## src/rtl/bus_arbiter.sv

```systemverilog
// bus_arbiter: two-master arbiter for the 16-bit addr/data/rw/valid register bus.
// Each master's single-cycle requests are queued in a small FIFO. The arbiter
// issues one transaction at a time, alternating between masters (round-robin)
// when both have work queued. It then waits for the transaction to come back
// from the end of the core chain and routes that response to the master that
// issued it.
// Optional feature: define BUS_ARB_TIMEOUT_EN to bound the WAIT state to
// TIMEOUT_CYCLES. On expiry the master receives a 16'hFFFF response and
// timeout_o pulses for one cycle.

module bus_arbiter #(
  parameter int FIFO_DEPTH     = 4,
  parameter int TIMEOUT_CYCLES = 1024
) (
  input  logic        clk,
  input  logic        rst_n,
  // master 0 (UART bridge)
  input  logic [15:0] m0_addr_i,
  input  logic [15:0] m0_data_i,
  input  logic        m0_rw_i,
  input  logic        m0_valid_i,
  output logic [15:0] m0_data_o,
  output logic        m0_rw_o,
  output logic        m0_valid_o,
  output logic        m0_drop_o,
  // master 1 (second host)
  input  logic [15:0] m1_addr_i,
  input  logic [15:0] m1_data_i,
  input  logic        m1_rw_i,
  input  logic        m1_valid_i,
  output logic [15:0] m1_data_o,
  output logic        m1_rw_o,
  output logic        m1_valid_o,
  output logic        m1_drop_o,
  // issued transaction towards the core chain
  output logic [15:0] bus_addr_o,
  output logic [15:0] bus_data_o,
  output logic        bus_rw_o,
  output logic        bus_valid_o,
  // transaction returning from the end of the core chain
  input  logic [15:0] ret_addr_i,
  input  logic [15:0] ret_data_i,
  input  logic        ret_rw_i,
  input  logic        ret_valid_i,
  // status
  output logic        busy_o,
  output logic        timeout_o
);

  localparam int PW = $clog2(FIFO_DEPTH);
  localparam int CW = PW + 1;
  localparam logic [CW-1:0] FULL_CNT = CW'(FIFO_DEPTH);

  typedef struct packed {
    logic [15:0] addr;
    logic [15:0] data;
    logic        rw;
  } req_t;

  typedef enum logic {
    IDLE = 1'b0,
    WAIT = 1'b1
  } state_t;

  // ---------------------------------------------------------------------------
  // Request FIFOs (index 0 = master 0, index 1 = master 1)
  // ---------------------------------------------------------------------------
  req_t          in_req   [2];
  logic [1:0]    in_valid;
  req_t          mem_q    [2][FIFO_DEPTH];
  logic [PW-1:0] wr_ptr_q [2];
  logic [PW-1:0] rd_ptr_q [2];
  logic [CW-1:0] cnt_q    [2];
  logic [1:0]    not_empty;
  logic [1:0]    push;
  logic [1:0]    pop;
  logic [1:0]    drop_d;
  logic [1:0]    drop_q;

  // The returned address is deliberately not compared with the issued one.
  logic          unused_ret_addr;
  assign unused_ret_addr = ^ret_addr_i;

  assign in_req[0] = '{addr: m0_addr_i, data: m0_data_i, rw: m0_rw_i};
  assign in_req[1] = '{addr: m1_addr_i, data: m1_data_i, rw: m1_rw_i};
  assign in_valid  = {m1_valid_i, m0_valid_i};

  // ---------------------------------------------------------------------------
  // Arbiter state
  // ---------------------------------------------------------------------------
  state_t      state_q, state_d;
  logic        grant_q, grant_d;            // master that owns the outstanding transaction
  logic        last_grant_q, last_grant_d;  // master granted most recently
  logic        grant_req;
  logic        grant_sel;
  req_t        head;

  logic [15:0] bus_addr_q, bus_addr_d;
  logic [15:0] bus_data_q, bus_data_d;
  logic        bus_rw_q, bus_rw_d;
  logic        bus_valid_q, bus_valid_d;

  logic [1:0][15:0] rsp_data_q, rsp_data_d;
  logic [1:0]       rsp_rw_q, rsp_rw_d;
  logic [1:0]       rsp_valid_q, rsp_valid_d;

`ifdef BUS_ARB_TIMEOUT_EN
  localparam int TW = $clog2(TIMEOUT_CYCLES) + 1;
  localparam logic [TW-1:0] TO_LAST = TW'(TIMEOUT_CYCLES - 1);
  logic [TW-1:0] wait_cnt_q, wait_cnt_d;
  logic          timeout_q, timeout_d;
`else
  localparam int unused_timeout_cycles = TIMEOUT_CYCLES;
`endif

  // Pick the next master: the only non-empty one, or the one not granted last.
  always_comb begin
    for (int m = 0; m < 2; m++) not_empty[m] = (cnt_q[m] != '0);
    grant_req = |not_empty;
    if (&not_empty) grant_sel = ~last_grant_q;
    else            grant_sel = not_empty[1];
    head = mem_q[grant_sel][rd_ptr_q[grant_sel]];
  end

  // Pop on a grant; push unless full, where a simultaneous pop frees the slot.
  always_comb begin
    // NOTE: every combinational output gets a default first so no path leaves it unassigned (no latch).
    pop    = '0;
    push   = '0;
    drop_d = '0;
    if (state_q == IDLE && grant_req) pop[grant_sel] = 1'b1;
    for (int m = 0; m < 2; m++) begin
      push[m]   = in_valid[m] && ((cnt_q[m] != FULL_CNT) || pop[m]);
      drop_d[m] = in_valid[m] && !push[m];
    end
  end

  // FIFO pointers, occupancy counters and drop pulses.
  always_ff @(posedge clk or negedge rst_n) begin
    // NOTE: sequential state uses non-blocking assignments so all registers update together at the edge.
    if (!rst_n) begin
      for (int m = 0; m < 2; m++) begin
        wr_ptr_q[m] <= '0;
        rd_ptr_q[m] <= '0;
        cnt_q[m]    <= '0;
      end
      drop_q <= '0;
    end else begin
      drop_q <= drop_d;
      for (int m = 0; m < 2; m++) begin
        if (push[m]) wr_ptr_q[m] <= wr_ptr_q[m] + PW'(1);
        if (pop[m])  rd_ptr_q[m] <= rd_ptr_q[m] + PW'(1);
        cnt_q[m] <= cnt_q[m] + CW'(push[m]) - CW'(pop[m]);
      end
    end
  end

  // FIFO storage.
  always_ff @(posedge clk) begin
    // NOTE: storage is not reset; the counters define which entries are valid, so stale contents are never read.
    for (int m = 0; m < 2; m++) begin
      if (push[m]) mem_q[m][wr_ptr_q[m]] <= in_req[m];
    end
  end

  // Next-state and output logic for the IDLE/WAIT transaction FSM.
  always_comb begin
    state_d      = state_q;
    grant_d      = grant_q;
    last_grant_d = last_grant_q;
    bus_addr_d   = bus_addr_q;
    bus_data_d   = bus_data_q;
    bus_rw_d     = bus_rw_q;
    bus_valid_d  = 1'b0;
    rsp_data_d   = rsp_data_q;
    rsp_rw_d     = rsp_rw_q;
    rsp_valid_d  = '0;
`ifdef BUS_ARB_TIMEOUT_EN
    wait_cnt_d   = wait_cnt_q;
    timeout_d    = 1'b0;
`endif
    case (state_q)
      IDLE: begin
        // A return arriving in IDLE is a stray and is ignored.
        if (grant_req) begin
          bus_addr_d   = head.addr;
          bus_data_d   = head.data;
          bus_rw_d     = head.rw;
          bus_valid_d  = 1'b1;
          grant_d      = grant_sel;
          last_grant_d = grant_sel;
          state_d      = WAIT;
`ifdef BUS_ARB_TIMEOUT_EN
          wait_cnt_d   = '0;
`endif
        end
      end
      WAIT: begin
        if (ret_valid_i) begin
          rsp_data_d[grant_q]  = ret_data_i;
          rsp_rw_d[grant_q]    = ret_rw_i;
          rsp_valid_d[grant_q] = 1'b1;
          state_d              = IDLE;
        end
`ifdef BUS_ARB_TIMEOUT_EN
        else if (wait_cnt_q == TO_LAST) begin
          rsp_data_d[grant_q]  = 16'hFFFF;
          rsp_rw_d[grant_q]    = bus_rw_q;
          rsp_valid_d[grant_q] = 1'b1;
          timeout_d            = 1'b1;
          state_d              = IDLE;
        end else begin
          wait_cnt_d = wait_cnt_q + TW'(1);
        end
`endif
      end
      default: state_d = IDLE;
    endcase
  end

  // FSM state and registered outputs.
  always_ff @(posedge clk or negedge rst_n) begin
    if (!rst_n) begin
      state_q      <= IDLE;
      grant_q      <= 1'b0;
      last_grant_q <= 1'b1;  // master 0 wins the first tie
      bus_addr_q   <= '0;
      bus_data_q   <= '0;
      bus_rw_q     <= 1'b0;
      bus_valid_q  <= 1'b0;
      rsp_data_q   <= '0;
      rsp_rw_q     <= '0;
      rsp_valid_q  <= '0;
    end else begin
      state_q      <= state_d;
      grant_q      <= grant_d;
      last_grant_q <= last_grant_d;
      bus_addr_q   <= bus_addr_d;
      bus_data_q   <= bus_data_d;
      bus_rw_q     <= bus_rw_d;
      bus_valid_q  <= bus_valid_d;
      rsp_data_q   <= rsp_data_d;
      rsp_rw_q     <= rsp_rw_d;
      rsp_valid_q  <= rsp_valid_d;
    end
  end

`ifdef BUS_ARB_TIMEOUT_EN
  // WAIT-cycle counter and timeout pulse.
  always_ff @(posedge clk or negedge rst_n) begin
    if (!rst_n) begin
      wait_cnt_q <= '0;
      timeout_q  <= 1'b0;
    end else begin
      wait_cnt_q <= wait_cnt_d;
      timeout_q  <= timeout_d;
    end
  end
  assign timeout_o = timeout_q;
`else
  assign timeout_o = 1'b0;
`endif

  assign m0_data_o   = rsp_data_q[0];
  assign m0_rw_o     = rsp_rw_q[0];
  assign m0_valid_o  = rsp_valid_q[0];
  assign m0_drop_o   = drop_q[0];
  assign m1_data_o   = rsp_data_q[1];
  assign m1_rw_o     = rsp_rw_q[1];
  assign m1_valid_o  = rsp_valid_q[1];
  assign m1_drop_o   = drop_q[1];
  assign bus_addr_o  = bus_addr_q;
  assign bus_data_o  = bus_data_q;
  assign bus_rw_o    = bus_rw_q;
  assign bus_valid_o = bus_valid_q;
  assign busy_o      = (state_q == WAIT);

endmodule

```

## config.mk

```make
export PLATFORM = sky130hd
export DESIGN_NAME = bus_arbiter
export DESIGN_NICKNAME = d
export VERILOG_FILES = /design/src/rtl/bus_arbiter.sv
export SDC_FILE = /design/constraint.sdc
export NUM_CORES = 1
export LEC_CHECK = 0
export CAP_MARGIN = 15
export CORE_MARGIN = 2
export CORE_UTILIZATION = 50
export DETAILED_ROUTE_END_ITERATION = 7
export PLACE_DENSITY = 0.82
export SLEW_MARGIN = 20
export SYNTH_ARGS = -nofsm -noshare
export SYNTH_HDL_FRONTEND = slang
export SYNTH_SLANG_ARGS = --single-unit
```

## constraint.sdc

```tcl
create_clock -name clk -period 2.6 [get_ports clk]
set_input_delay 0.65 -clock clk [delete_from_list [all_inputs] [get_ports clk]]
set_output_delay 0.65 -clock clk [all_outputs]
set_load 0.02 [all_outputs]
```

### Word-level counts from Yosys, hierarchy flattened

Memory sizes are Yosys's and may differ from the RTL's.
Index checks and enable logic that the tools add are counted.
Widths: inputs -> output; s select.

| storage, ports and cells | value |
|---|---|
| register bits after elaboration | 89 |
| bits in writable memories | 264 |
| input port bits | 104 |
| output and inout port bits | 74 |
| word-level logic and storage cells | 94 |
| memories | 1 |

| operators by class | value |
|---|---|
| add/sub/neg operators | 8 |
| order comparisons | 10 |
| equal/unequal tests | 2 |
| multiplexer cells | 30 |
| bitwise logic cells | 6 |
| reductions and logical operators | 19 |

Memory list:

| name | depth | width | read ports | clocked after memory_dff | wr ports | line | source |
|---|---|---|---|---|---|---|---|
| mem_q | 2 | 132 | 1 | 0 | 2 | 70 | `req_t mem_q [2][FIFO_DEPTH];` |

Operator list:

| cell | number |
|---|---|
| $mux 132 | 2 |
| $demux 33 s2 | 2 |
| $mux 33 | 4 |
| $bmux 33 s2 | 1 |
| $bwmux 32 | 1 |
| $demux 16 s1 | 1 |
| $mux 16 | 1 |
| $mux 2 | 6 |
| $ge 3x3->1 const B | 3 |
| $logic_and 1x1->1 | 9 |
| $not 2->3 | 3 |
| $add 2x1->2 const B | 4 |
| $mux 1 | 8 |
| $add 3x1->3 | 2 |
| $lt 3x1->1 const B | 2 |
| $ne 3x3->1 const B | 2 |
| $reduce_and 2->1 | 3 |
| $reduce_bool 3->1 | 2 |
| $sub 3x1->3 | 2 |
| $lt 1x2->1 const B | 2 |
| $bwmux 2 | 1 |
| $demux 1 s1 | 2 |
| $ge 1x1->1 const B | 2 |
| $ge 2x2->1 const B | 1 |
| other kinds (6) | 9 |

### Logic depth before layout (Yosys ltp)

| logic depth | value |
|---|---|
| depth after elaboration | 12 |
| gate-level depth with buffers | 11 |
| mapped depth without buffers | 11 |

### Worst setup path after synthesis

OpenSTA, ideal clock, no wires.

| path | value |
|---|---|
| path type | register to register |
| start | register cnt_q[2] (netlist bit) |
| end | register cnt_q[5] (netlist bit) |
| setup time | 0.124 ns |
| data arrival time | 2.586 ns |
| setup slack | -0.110 ns |
| cell stages (with the launch flop) | 12 |
| path buffers | 0 |
| clock period less this slack | 2.710 ns |
| cells stage by stage | dfrtp_1 -> or3_4 -> a21o_2 -> a31oi_1 -> inv_1 -> ha_1 -> inv_1 -> ha_1 -> inv_1 -> fa_1 -> xnor2_1 -> xnor2_1 |

| on the way | value |
|---|---|
| word-level cells in the longest chain between the ends | 12 |

RTL lines:

| element | line | source |
|---|---|---|
| from (decl) | 73 | `logic [CW-1:0] cnt_q [2];` |
| from (signal, indexed assignment) | 153 | `cnt_q[m] <= cnt_q[m] + CW'(push[m]) - CW'(pop[m]);` |
| $reduce_bool 3->1 (*) | 118 | `for (int m = 0; m < 2; m++) not_empty[m] = (cnt_q[m] != '0);` |
| $reduce_and 2->1 | 120 | `if (&not_empty) grant_sel = ~last_grant_q;` |
| $mux 1 | 120 |  |
| $lt 1x2->1 (not written as such) or $ge 1x1->1 (tied branches) | 131 | `if (state_q == IDLE && grant_req) pop[grant_sel] = 1'b1;` |
| $logic_and 1x1->1 (not written as such) | 131 |  |
| $mux 1 (not written as such) | 131 |  |
| $demux 1 s1 | 131 |  |
| $mux 2 (*) | 131 |  |
| $logic_or 1x1->1 | 133 | `push[m] = in_valid[m] && ((cnt_q[m] != FULL_CNT) \|\| pop[m]);` |
| $logic_and 1x1->1 | 133 |  |
| $add 3x1->3 | 153 |  |
| $sub 3x1->3 (*) | 153 |  |

Mark *: on every way between the ends. The rest lies on a longest branch, timed or not.
A chain may end at the register's enable or synchronous reset.

### Worst setup path after layout

| path | value |
|---|---|
| start | register cnt_q[0] (netlist bit) |
| end | register cnt_q[5] (netlist bit) |

The elaborated chain is that of the path after synthesis.

==> out/metrics.cfg <==
[die]
core.rowCount=60
initial_core_util_pct=51.0
dieArea_um2=28800
core_area_um2=27000
die_w_um=170
io_pins=178
die-height_um=170

[placement]
dp_cells=1288
dpl_worst_slack_ns=-0.134
placed_area_um2=16100
place.gp.congestion=0.760
port_buffers=160
dp_hpwl_mm=18.7

[setup_path]
crit_path_cell_trace=or3_4, a21o_4, a31oi_4, inv_1, ha_1, inv_1, ha_1, inv_1, fa_2, xnor2_2, xnor2_1
crit_path_max_incr_delay_ns=0.40
worstPathMaxFanout=2
startpoint_type=flop
r2r_end=cnt_q[5]
cp_common_cell=inv_1
path_class=flop to flop
critPathTopFamily=adder cells
cp-end-kind=flop
worstReg2RegStart=cnt_q[0]
cp-startpoint=cnt_q[0]
worstSetupEndpoint=cnt_q[5]
worstPathRequired_ns=2.98
path_depth=11
crit_buf_inv=3
reg2reg_slack_ns=0.08
critPathArrivalTime_ns=2.90
reg2regPathDepth=11
cp_slowest_cell=or3_4

[sta]
period_minus_slack_ns=2.52
relSlewSlack_pct=35.4
setup_violations=0
drv_slew=0
skew_ns=0.0254
worst_pin_slew_ns=0.968
setup_slack_ns=0.0849
hold_viol_final=0
finalSetupTns_ns=0
max_freq_ghz=0.398
fin_crit_sh_pct=96.7
rsz0062_at_grt=true

[global_routing]
grt_max_degree=38
grt.total_usage_pct=20.8
antenna_found_initial=0
grt-ovfl-total=0
grt_pass1_wl_mm=45.1
grt_pass1_vias=7974

[detailed_routing]
drtIter0Drc=579
detail_route.vias_per_cell=5.70
avgRoutedWirePerCell_um=21.9
antenna_left=0
drt-total-wl_mm=29.8
route.detailed.drc=0
firstDrtPassIters=4
vias=7735

[cells_and_area]
nFillCells=1787
drive_above_1_share_pct=17.8
multi_input_area_um2=3340
syn_to_final_growth_pct=25.5
final-seq-area_um2=10200
antenna_cells=0
final_nets=1105
fin_area_um2=17300
post-route-util_pct=64.0
fin_cells=1356

[logic_synthesis]
synthTopCellsByArea=edfxtp_1 58%, dfrtp_1 16%, mux2i_1 5.5%
syn_avg_cell_area_um2=17.5
ys_seq_area_share_pct=73.9
netlist_instances=784
syn-num-nets=902
ys_warn_count=0
synth_top_area_share_pct=57.7
synth.distinct_cells=47
synth_ff_type=edfxtp_1
yosysMostFrequentCell=edfxtp_1
synth_edf_count=264
syn_area_um2=13700
synthArstFlopShare_pct=25.2
synth_largest_area_cell=edfxtp_1
synth_seq_cells=353
synth_common_cells=264 x edfxtp_1, 88 x dfrtp_1, 82 x nand2_1

[outcome]
status=finished clean

[pwr]
leakage_nw=6.39
max-vdd-ir-drop_mv=0.592
p_per_area_nw_per_um2=1210

[clock_network]
tritoncts=done
cts_buffers=36
path_clk_slew_ns=0.06
root_buffer=clkbuf_16
clock_latency_ns=0.52
clock_path_buffers=3
cts.sinks=353
htree_num_levels=2

[min_path]
hold_class=input port to asynchronous set/reset pin

[job]
cap_violations=0

==> layout by cell type, fill, tap and decap left out, drive strengths merged, types with 4 or more instances in the layout <==
cell           count
edfxtp           264
dfrtp             88
a2111oi           19
mux4              28
nor2b             19
xnor2              7
inv               19
nor2              19
clkinv            16
buf               50
clkdlybuf4s50    159
a221oi            19
a221o             19
clkbuf            44
mux2              18
a31oi             15
ha                12
and3               4
nand2             82
mux2i             76
and2               5
==> per-layer routing <==
| layer | global-route usage, % | part of all wire (%) | vias up |
|---|---|---|---|
| li1 | - | - | 3452 |
| met1 | 26.8 | 40 | 3901 |
| met2 | 35.0 | 49 | 315 |
| met3 | 4.66 | 7.5 | 67 |
| met4 | 7.92 | 3.1 | 0 |
| met5 | 0 | 0 | - |
==> worst min-delay path by stage <==
| stage | to | cells after the start |
|---|---|---|
| 2_1_floorplan | bus_addr_o[0] | 0 |
| 3_5_place_dp | m0_data_o[12] | 2 |
| 3_3_place_gp | m0_data_o[8] | 2 |
| 6_report | bus_addr_o[4] | 1 |
| 5_1_grt | bus_addr_o[4] | 1 |
| 4_1_cts | bus_addr_o[1] | 1 |
==> area by class of cell <==
cell class	instances	share of cell area (%)
clock buffer	44	5.58
clock inverter	22	1.14
inverter	18	0.392
multi-input combinational	369	19.3
sequential	353	58.9
tap	341	2.47
timing repair buffer	209	12.2
==> logic make-up (layout without fill, tap and decap cells) <==
logic type               count (synthesis)  in the layout  share of synthesized area, %
AO/OA/AOI/OAI                           84             84                          5.69
XOR/XNOR                                10             10                         0.637
adder cells (fa/ha/maj)                 14             14                          1.38
buffers and inverters                   62            293                          2.24
flip-flops                             353            353                          73.9
multiplexers                           122            122                          11.6
other                                    1              1                        0.0273
AND/OR/NAND/NOR                        138            138                          4.52
==> stage by stage <==
stage          hold slack, ns  total power (W)
3_3_place_gp            0.459           0.0156
2_1_floorplan           0.354           0.0128
5_1_grt                 0.163           0.0217
3_5_place_dp            0.466           0.0158
6_report                0.130           0.0208
4_1_cts                 0.140           0.0209
==> power breakdown <==
group          total (W)  internal [W]  leakage, nW  switching (W)
registers        0.00847       0.00767         3.48       0.000800
clock network    0.00499       0.00295        0.565        0.00204
logic            0.00734       0.00339         2.34        0.00395
==> state kept, by name, indices dropped and copies added (netlist names) <==
name / flops
drop_q: 2
bus_addr_o: 16
m0_data_o: 16
rsp_rw_q: 2
bus_valid_o: 1
bus_data_o: 16
grant_q: 1
wr_ptr_q: 4
cnt_q: 6
mem_q: 264
rsp_valid_q: 2
rd_ptr_q: 4
bus_rw_o: 1
m1_data_o: 16
busy_o: 1
last_grant_q: 1
==> what timing repair did <==
| action | 4_1_cts | 5_1_grt |
|---|---|---|
| pin swaps | 0 | 5 |
| hold buffers | 0 | 0 |
| setup endpoints to repair | 19 | 3 |
| gates cloned | 0 | 0 |
| gates resized for setup | 1 | 5 |
| buffers inserted | 0 | 2 |
No activity file was read; power rests on OpenSTA's default activity.
